===== config.mk =====
export PLATFORM = sky130hd
export DESIGN_NAME = eth_rx_framer_flat
export DESIGN_NICKNAME = d
export VERILOG_FILES = /design/src/rtl/eth_rx_framer_if.sv /design/src/rtl/eth_rx_framer.sv /design/src/flat_wrapper.sv
export SDC_FILE = /design/constraint.sdc
export NUM_CORES = 1
export LEC_CHECK = 0
export BUFFER_PORTS_ARGS = -buffer_cell sky130_fd_sc_hd__buf_2
export CORE_UTILIZATION = 56
export CTS_BUF_LIST = sky130_fd_sc_hd__clkbuf_8
export CTS_CLUSTER_SIZE = 30
export DETAILED_ROUTE_END_ITERATION = 12
export PLACE_DENSITY = 0.82
export SLEW_MARGIN = 40
export SYNTH_ARGS = -nofsm -noshare
export SYNTH_HDL_FRONTEND = slang
export SYNTH_SLANG_ARGS = --single-unit

===== constraint.sdc =====
create_clock -name clk -period 2.11 [get_ports clk]
set_input_delay 0.422 -clock clk [delete_from_list [all_inputs] [get_ports clk]]
set_output_delay 0.422 -clock clk [all_outputs]
set_load 0.1 [all_outputs]

===== src/rtl/eth_rx_framer_if.sv =====
// Payload stream from the receive framer to the MAC: byte, valid, end-of-frame and frame-bad flag.
// No ready signal exists because the PHY side cannot be stalled.
interface eth_rx_framer_if;
    logic [7:0] m_data;
    logic       m_valid;
    logic       m_last;
    logic       m_err;

    modport master (output m_data, output m_valid, output m_last, output m_err);
    modport slave  (input  m_data, input  m_valid, input  m_last, input  m_err);
endinterface


===== src/rtl/eth_rx_framer.sv =====
// Receive framer: strips preamble/SFD, checks and strips the FCS, and streams the payload to the MAC.
// Also keeps good and bad frame counters.
module eth_rx_framer #(
    parameter int MIN_FRAME = 64,
    parameter int MAX_FRAME = 1518,
    parameter int CNT_WIDTH = 16
) (
    input  logic                 clk,
    input  logic                 rst_n,
    input  logic                 rx_dv,
    input  logic                 rx_er,
    input  logic [7:0]           rxd,
    eth_rx_framer_if.master      mac,
    output logic [CNT_WIDTH-1:0] frame_ok_cnt,
    output logic [CNT_WIDTH-1:0] frame_err_cnt
);

    localparam logic [7:0]  PREAMBLE_BYTE = 8'h55;
    localparam logic [7:0]  SFD_BYTE      = 8'hD5;
    localparam logic [31:0] CRC_POLY      = 32'hEDB8_8320;
    localparam logic [31:0] CRC_INIT      = 32'hFFFF_FFFF;
    localparam logic [31:0] CRC_RESIDUE   = 32'hDEBB_20E3;
    localparam logic [10:0] MIN_LEN       = 11'(MIN_FRAME);
    localparam logic [10:0] MAX_LEN       = 11'(MAX_FRAME);
    localparam logic [10:0] LEN_SAT       = 11'h7FF;
    localparam logic [10:0] DLY_DEPTH     = 11'd5;

    typedef enum logic [1:0] {
        ST_IDLE     = 2'd0,
        ST_PREAMBLE = 2'd1,
        ST_DATA     = 2'd2,
        ST_DROP     = 2'd3
    } state_t;

    // Reflected CRC-32, one byte LSB-first, no final inversion.
    function automatic logic [31:0] crc32_byte(input logic [31:0] crc, input logic [7:0] data);
        logic [31:0] c;
        c = crc ^ {24'h00_0000, data};
        for (int i = 0; i < 8; i++) begin
            c = c[0] ? ((c >> 1) ^ CRC_POLY) : (c >> 1);
        end
        return c;
    endfunction

    state_t      state_r;
    logic [31:0] crc_r;
    logic [10:0] cnt_r;
    logic        err_r;
    logic [7:0]  dly_r [5];

    logic [31:0] crc_next_s;
    logic [10:0] cnt_next_s;
    logic        frame_bad_s;
    logic        dly_full_s;

    // Next CRC/length and end-of-frame verdict; the CRC already covers every byte incl. FCS at rx_dv low.
    always_comb begin
        crc_next_s  = crc32_byte(crc_r, rxd);
        cnt_next_s  = (cnt_r == LEN_SAT) ? cnt_r : (cnt_r + 11'd1);
        dly_full_s  = (cnt_r >= DLY_DEPTH);
        frame_bad_s = err_r || (crc_r != CRC_RESIDUE) || (cnt_r < MIN_LEN) || (cnt_r > MAX_LEN);
    end

    // Frame state machine with registered stream outputs and statistics counters.
    always_ff @(posedge clk or negedge rst_n) begin
        if (!rst_n) begin
            state_r       <= ST_IDLE;
            crc_r         <= CRC_INIT;
            cnt_r         <= 11'd0;
            err_r         <= 1'b0;
            for (int i = 0; i < 5; i++) begin
                dly_r[i] <= 8'h00;
            end
            mac.m_data    <= 8'h00;
            mac.m_valid   <= 1'b0;
            mac.m_last    <= 1'b0;
            mac.m_err     <= 1'b0;
            frame_ok_cnt  <= '0;
            frame_err_cnt <= '0;
        end else begin
            mac.m_valid <= 1'b0;
            mac.m_last  <= 1'b0;
            mac.m_err   <= 1'b0;
            case (state_r)
                ST_IDLE: begin
                    if (rx_dv) begin
                        state_r <= (rxd == PREAMBLE_BYTE) ? ST_PREAMBLE : ST_DROP;
                    end
                end
                ST_PREAMBLE: begin
                    if (!rx_dv) begin
                        state_r <= ST_IDLE;
                    end else if (rxd == SFD_BYTE) begin
                        state_r <= ST_DATA;
                        crc_r   <= CRC_INIT;
                        cnt_r   <= 11'd0;
                        err_r   <= 1'b0;
                        for (int i = 0; i < 5; i++) begin
                            dly_r[i] <= 8'h00;
                        end
                    end else if (rxd != PREAMBLE_BYTE) begin
                        state_r <= ST_DROP;
                    end
                end
                ST_DATA: begin
                    if (rx_dv) begin
                        crc_r    <= crc_next_s;
                        cnt_r    <= cnt_next_s;
                        dly_r[0] <= rxd;
                        for (int i = 1; i < 5; i++) begin
                            dly_r[i] <= dly_r[i-1];
                        end
                        if (rx_er) begin
                            err_r <= 1'b1;
                        end
                        if (dly_full_s) begin
                            mac.m_data  <= dly_r[4];
                            mac.m_valid <= 1'b1;
                        end
                    end else begin
                        // The four youngest bytes in the delay line are the FCS and are dropped.
                        state_r <= ST_IDLE;
                        if (dly_full_s) begin
                            mac.m_data  <= dly_r[4];
                            mac.m_valid <= 1'b1;
                            mac.m_last  <= 1'b1;
                            mac.m_err   <= frame_bad_s;
                            if (frame_bad_s) begin
                                frame_err_cnt <= frame_err_cnt + CNT_WIDTH'(1);
                            end else begin
                                frame_ok_cnt  <= frame_ok_cnt + CNT_WIDTH'(1);
                            end
                        end else begin
                            frame_err_cnt <= frame_err_cnt + CNT_WIDTH'(1);
                        end
                    end
                end
                ST_DROP: begin
                    if (!rx_dv) begin
                        state_r <= ST_IDLE;
                    end
                end
                default: begin
                    state_r <= ST_IDLE;
                end
            endcase
        end
    end

endmodule


===== src/flat_wrapper.sv =====
// flat-port wrapper written by rule: the top's interface ports become plain ports
module eth_rx_framer_flat 
#(
    parameter int MIN_FRAME = 64,
    parameter int MAX_FRAME = 1518,
    parameter int CNT_WIDTH = 16
)
  (clk, rst_n, rx_dv, rx_er, rxd, frame_ok_cnt, frame_err_cnt, mac_m_data, mac_m_valid, mac_m_last, mac_m_err);
  eth_rx_framer_if mac_i ();
  input  logic clk;
  input  logic rst_n;
  input  logic rx_dv;
  input  logic rx_er;
  input  logic [7:0] rxd;
  output logic [CNT_WIDTH-1:0] frame_ok_cnt;
  output logic [CNT_WIDTH-1:0] frame_err_cnt;
  output wire logic [$bits(mac_i.m_data)-1:0] mac_m_data;
  output wire logic [$bits(mac_i.m_valid)-1:0] mac_m_valid;
  output wire logic [$bits(mac_i.m_last)-1:0] mac_m_last;
  output wire logic [$bits(mac_i.m_err)-1:0] mac_m_err;
  assign mac_m_data = mac_i.m_data;
  assign mac_m_valid = mac_i.m_valid;
  assign mac_m_last = mac_i.m_last;
  assign mac_m_err = mac_i.m_err;
  eth_rx_framer #(.MIN_FRAME(MIN_FRAME), .MAX_FRAME(MAX_FRAME), .CNT_WIDTH(CNT_WIDTH)) u_core (.clk(clk), .rst_n(rst_n), .rx_dv(rx_dv), .rx_er(rx_er), .rxd(rxd), .mac(mac_i), .frame_ok_cnt(frame_ok_cnt), .frame_err_cnt(frame_err_cnt));
endmodule

# Word level (Yosys, flattened, before mapping)
# Index checks and enable logic that the tools add are counted.
# op_classes
n_addsub	3
magnitude_cmp	3
n_eq_ne	17
n_mux	42
n_bitwise	11
n_reduce_logical	13
# op_table
op	count
32-bit two-way mux	11
40-bit two-way mux	3
13-bit inverter with 14-bit output	8
40-bit one-hot mux with 2 select lines	1
32-bit one-hot mux with 2 select lines	1
11-bit two-way mux	4
16-bit by 1-bit adder with 16-bit output, second input constant	2
16-bit two-way mux	2
32-bit inequality test, second input constant	1
32-bit by 8-bit XOR with 32-bit output	1
11-bit one-hot mux with 2 select lines	1
2-bit two-way mux	6
2-bit inequality test, second input constant	6
11-bit by 1-bit adder with 11-bit output, second input constant	1
11-bit == test, second input constant	1
11-bit by 3-bit greater-or-equal comparator with 1-bit output, second input constant	1
11-bit greater-than comparator, second input constant	1
11-bit by 7-bit less-than comparator with 1-bit output, second input constant	1
1-bit two-way mux	11
5-bit AND reduction	2
8-bit by 7-bit == test with 1-bit output, second input constant	1
8-bit == test, second input constant	1
8-bit by 7-bit inequality test with 1-bit output, second input constant	1
4-bit AND reduction	2
13 further kinds	19
# word_totals
regBits	129
input_bits	12
output_inout_bits	43
wordCells	104

# Depth between registers and ports, before layout
# depth
word_depth	19
ltp_mapped	10

# Worst setup path after synthesis
# OpenSTA, ideal clock, no wires.
# synth_timing
path_type	reg-to-reg
from	register u_core.crc_r[5]
to	register u_core.frame_ok_cnt[4]
arrival_time_ns	2.164
setup_slack_ns	-0.210
path_stages_with_launch	9
synth_period_minus_slack_ns	2.320
path_cell_list	dfstp_2 > nand4_1 > or4_1 > nor4_2 > and3b_1 > buf_6 > buf_12 > nand4_4 > xnor2_2
# synth_via
elab_chain_len	6
# synth_rtl
element	line_no	rtl
start: declaration	eth_rx_framer.sv:46	logic [31:0] crc_r;
start signal: assignment	eth_rx_framer.sv:107	crc_r <= crc_next_s;
32-bit inequality test	eth_rx_framer.sv:61	frame_bad_s = err_r || (crc_r != CRC_RESIDUE) || (cnt_r < MIN_LEN) || (cnt_r > MAX_LEN);
1-bit logical OR (3 in a row)	eth_rx_framer.sv:61	
1-bit inverter (no line)	--	
4-bit AND reduction (no line)	--	
end signal: assignment	eth_rx_framer.sv:131	frame_ok_cnt <= frame_ok_cnt + CNT_WIDTH'(1);
end: declaration	eth_rx_framer.sv:14	output logic [CNT_WIDTH-1:0] frame_ok_cnt,
# Every way passes these cells.
# A chain may end at the register's enable or synchronous reset.

# Worst setup path in the final report
# layout_timing
from	register u_core.crc_r[13]
to	register u_core.frame_ok_cnt[1]
# Same word-level chain as after synthesis.

==> key figures <==
Final layout
  • Diodes inserted: 0
  • Fillers: 751
  • Share of layout cells above drive strength 1: 32.9%
  • Nets@finish: 722
  • Synth-to-layout area growth: 23.6%
  • Final Util: 70.8%

Critical path
  • WP data required: 2.43 ns
  • Max FO, Critical Path: 8
  • Setup CP Type: flip-flop to flip-flop
  • Crit start category: flip-flop
  • Worst Setup End Kind: flip-flop
  • Worst EP arrival: 2.44 ns

Yosys
  • #FFs+latches synth: 129
  • Synth Area in Simple Gates: 17.9%
  • Yosys top cell by area: dfrtp_1
  • Synth Instances: 595
  • Mux cell area share after synthesis: 1.82%
  • Predominant post-synthesis flop cell: dfrtp_1
  • FFs w/ async S/R, synth: 100%
  • Top cell type's share of synthesized area: 39.2%
  • Seq/Total Area, Yosys: 52.8%
  • Post-synthesis adder-cell area fraction: 1.01%
  • Synth area leaders: dfrtp_1 39%, dfstp_2 14%, xnor2_1 9.5%
  • EDFF count, synth: 0
  • Post-synthesis compound-gate area fraction: 7.44%
  • Avg Inst Size Synth: 10.4 um2
  • Yosys cell types: 50
  • Synth Area in XOR/XNOR: 16.6%
  • Largest family of logic cells by synthesized area: simple AND/OR/NAND/NOR gates
  • Ys Warns: 0
  • Mapped Area: 0.00619 mm2
  • Syn nets: 612

CTS
  • Num CTS Buffers: 17
  • Worst-path clk slew: 0.07 ns
  • CTS Hold Buffers Added: 0
  • Root Driver: clkbuf_8
  • CTS tree: done
  • Clock buffer depth: 2
  • Skew-Pair Late Insertion Delay: 0.44 ns
  • Clk sinks: 129
  • CTS H-Tree Depth: 4

Global routing
  • Total grt overflow: 0
  • Vias in the first global route: 4,881
  • Gr busiest metal: met2
  • Met1 usage: 34.4%
  • GRT Overall Usage: 27.2%
  • M2 GR Usage: 44.7%
  • Met3 Usage GRT: 5.96%
  • First-pass GRT wire length: 23,800 um
  • Pin count of the biggest net entering global routing: 77
  • Initial antenna violation count: 0

Floorplan
  • Die Footprint: 0.0115 mm2
  • Row count: 38
  • # IOs: 55
  • Initial Util: 57.3%
  • Core area: 0.0108 mm2
  • DIE WIDTH: 107 um
  • Die Ht: 107 um

Route
  • DRT Wirelength: 14,600 um
  • Vias/cell: 5.64
  • Drt pass-1 iters: 4
  • Wire per inst: 17.0 um
  • Post-route DRC: 0
  • Initial DRC Count: 359
  • DR vias: 4,841
  • Post-DRT Antenna Nets: 0

Timing
  • Worst Tran Pin Value: 0.659 ns
  • Final Slew Violations: 0
  • Unrepaired setup endpoints after global routing: yes
  • Final Hold Fails: 0
  • Setup Skew: 0.0119 ns
  • Setup TNS: -0.0185 ns
  • Slew headroom: 56.0%
  • Final setup viols: 2
  • Post-route minimum period: 2.12 ns
  • Final setup margin: -0.0115 ns
  • Fmax: 0.471 GHz
  • Final period utilization: 101%

Placed design
  • GP Congestion: 0.865
  • Final HPWL DP: 9560 um
  • Port bufs: 54
  • Setup Slack @ Placement: -0.144 ns

Run status
  • Failing checks: setup timing
  • Status: finished, violations left

Power
  • Static leakage: 3.53 nW
  • PwrDens: 1500 mW/mm2
  • Total power draw: 11.4 mW
  • Peak supply drop: 1.11 mV

Run
  • MaxCap Viol Count: 0

Worst hold path
  • Tightest Hold Check Type: primary input to asynchronous set/reset pin
## layout by cell type (no fill, tap or decap), types with 14 or more instances in the layout
| cell type | synthesis | layout |
|---|---|---|
| a21oi_1 | 29 | 28 |
| buf_2 | 6 | 53 |
| buf_4 | 0 | 55 |
| clkbuf_8 | 0 | 20 |
| dfrtp_1 | 97 | 87 |
| dfstp_2 | 32 | 32 |
| nand2_1 | 103 | 101 |
| nand3_1 | 15 | 14 |
| nand4_1 | 17 | 17 |
| nor2_1 | 40 | 39 |
| o21ai_0 | 44 | 44 |
| xnor2_1 | 67 | 66 |
| xor2_1 | 32 | 32 |
## final timing paths
path | depth (start not counted) | from | slack [ns] | endpoint
hold / removal | 1 | rst_n | 0.004 | u_core.frame_ok_cnt[5]$_DFFE_PN0P_
min in group clk | 3 | rxd[2] | 0.25 | u_core.dly_r[34]$_DFFE_PN0P_
max in group asynchronous | 2 | rst_n | 1.43 | u_core.crc_r[17]$_DFFE_PN1P_
setup / recovery | 6 | u_core.crc_r[13]$_DFFE_PN1P_ | -0.01 | u_core.frame_ok_cnt[1]$_DFFE_PN0P_
setup reg to reg | 6 | u_core.crc_r[13]$_DFFE_PN1P_ | -0.01 | u_core.frame_ok_cnt[1]$_DFFE_PN0P_
hold reg to reg | 2 | u_core.dly_r[31]$_DFFE_PN0P_ | 0.47 | u_core.dly_r[23]$_DFFE_PN0P_
## synth_stat cells, drive strengths merged, types with 4 or more instances
cell,instances
nand2,103
o21ai,44
inv,4
dfrtp,97
buf,8
nor2,40
nor3,12
ha,5
xnor2,75
and4,4
dfstp,32
a21oi,30
and3,10
xor2,34
mux2,10
clkbuf,19
nand4,19
nand3,17
## power by group
| part | internal [mW] | total, mW | switching, mW |
|---|---|---|---|
| combinational | 2.29 | 5.40 | 3.11 |
| sequential | 3.31 | 3.82 | 0.509 |
| clock | 1.25 | 2.22 | 0.972 |
| total | 6.85 | 11.4 | 4.60 |
## stage by stage
step | instances | cell area, um2 | hold WS, ns
3_3_place_gp | 821 | 7050 | 0.457
6_report | 858 | 7640 | 0.00443
3_5_place_dp | 821 | 7050 | 0.464
2_1_floorplan | 595 | 6200 | 0.126
5_1_grt | 858 | 7640 | 0.0319
4_1_cts | 856 | 7540 | 0.00305
## per-layer routing
layer	up-vias	wire length, um
met5	-	0
met1	2392	6120
met3	36	794
met2	184	7350
met4	0	327
li1	2229	-
## flip-flops by register name, summed over array words and instances (netlist names), 2 cells and up
register and flops:
u_core.state_r 2, u_core.dly_r 40, u_core.cnt_r 11, u_core.frame_err_cnt 16
u_core.mac.m_data 8, u_core.crc_r 32, u_core.frame_ok_cnt 16
## area by class of cell
cell class	count	area [um2]	share of cell area (%)
multi-input combinational	435	2900	37.9
clock inverter	12	140	1.83
timing repair buffer	118	861	11.3
inverter	4	15.0	0.196
sequential	129	3280	42.9
clock buffer	20	275	3.60
tap	140	175	2.29
## what timing repair did
action / CTS / global route
gates resized for setup: 10 / 20
pin swaps: 1 / 5
buffers inserted: 2 / 3
cloned: 1 / 0
setup endpoints to repair: 93 / 102
## cells by family (layout without fill, tap and decap cells)
logic type | count (synthesis) | after routing
xor gates and xnor gates | 109 | 109
buffers and inverters | 31 | 154
adders and majority gates | 5 | 5
and+or+nand+nor | 226 | 226
muxes | 10 | 10
DFF | 129 | 129
AOI/OAI and AO/OA | 85 | 85
## critical path: stages, from the launching register on
cell and delay (ns):
dfstp_2 0.54, nand2_1 0.05, or4_4 0.50, nor4_4 0.17
and3b_2 0.29, buf_12 0.14, mux2_4 0.31
Note: power is estimated with default switching activity, not from simulation.
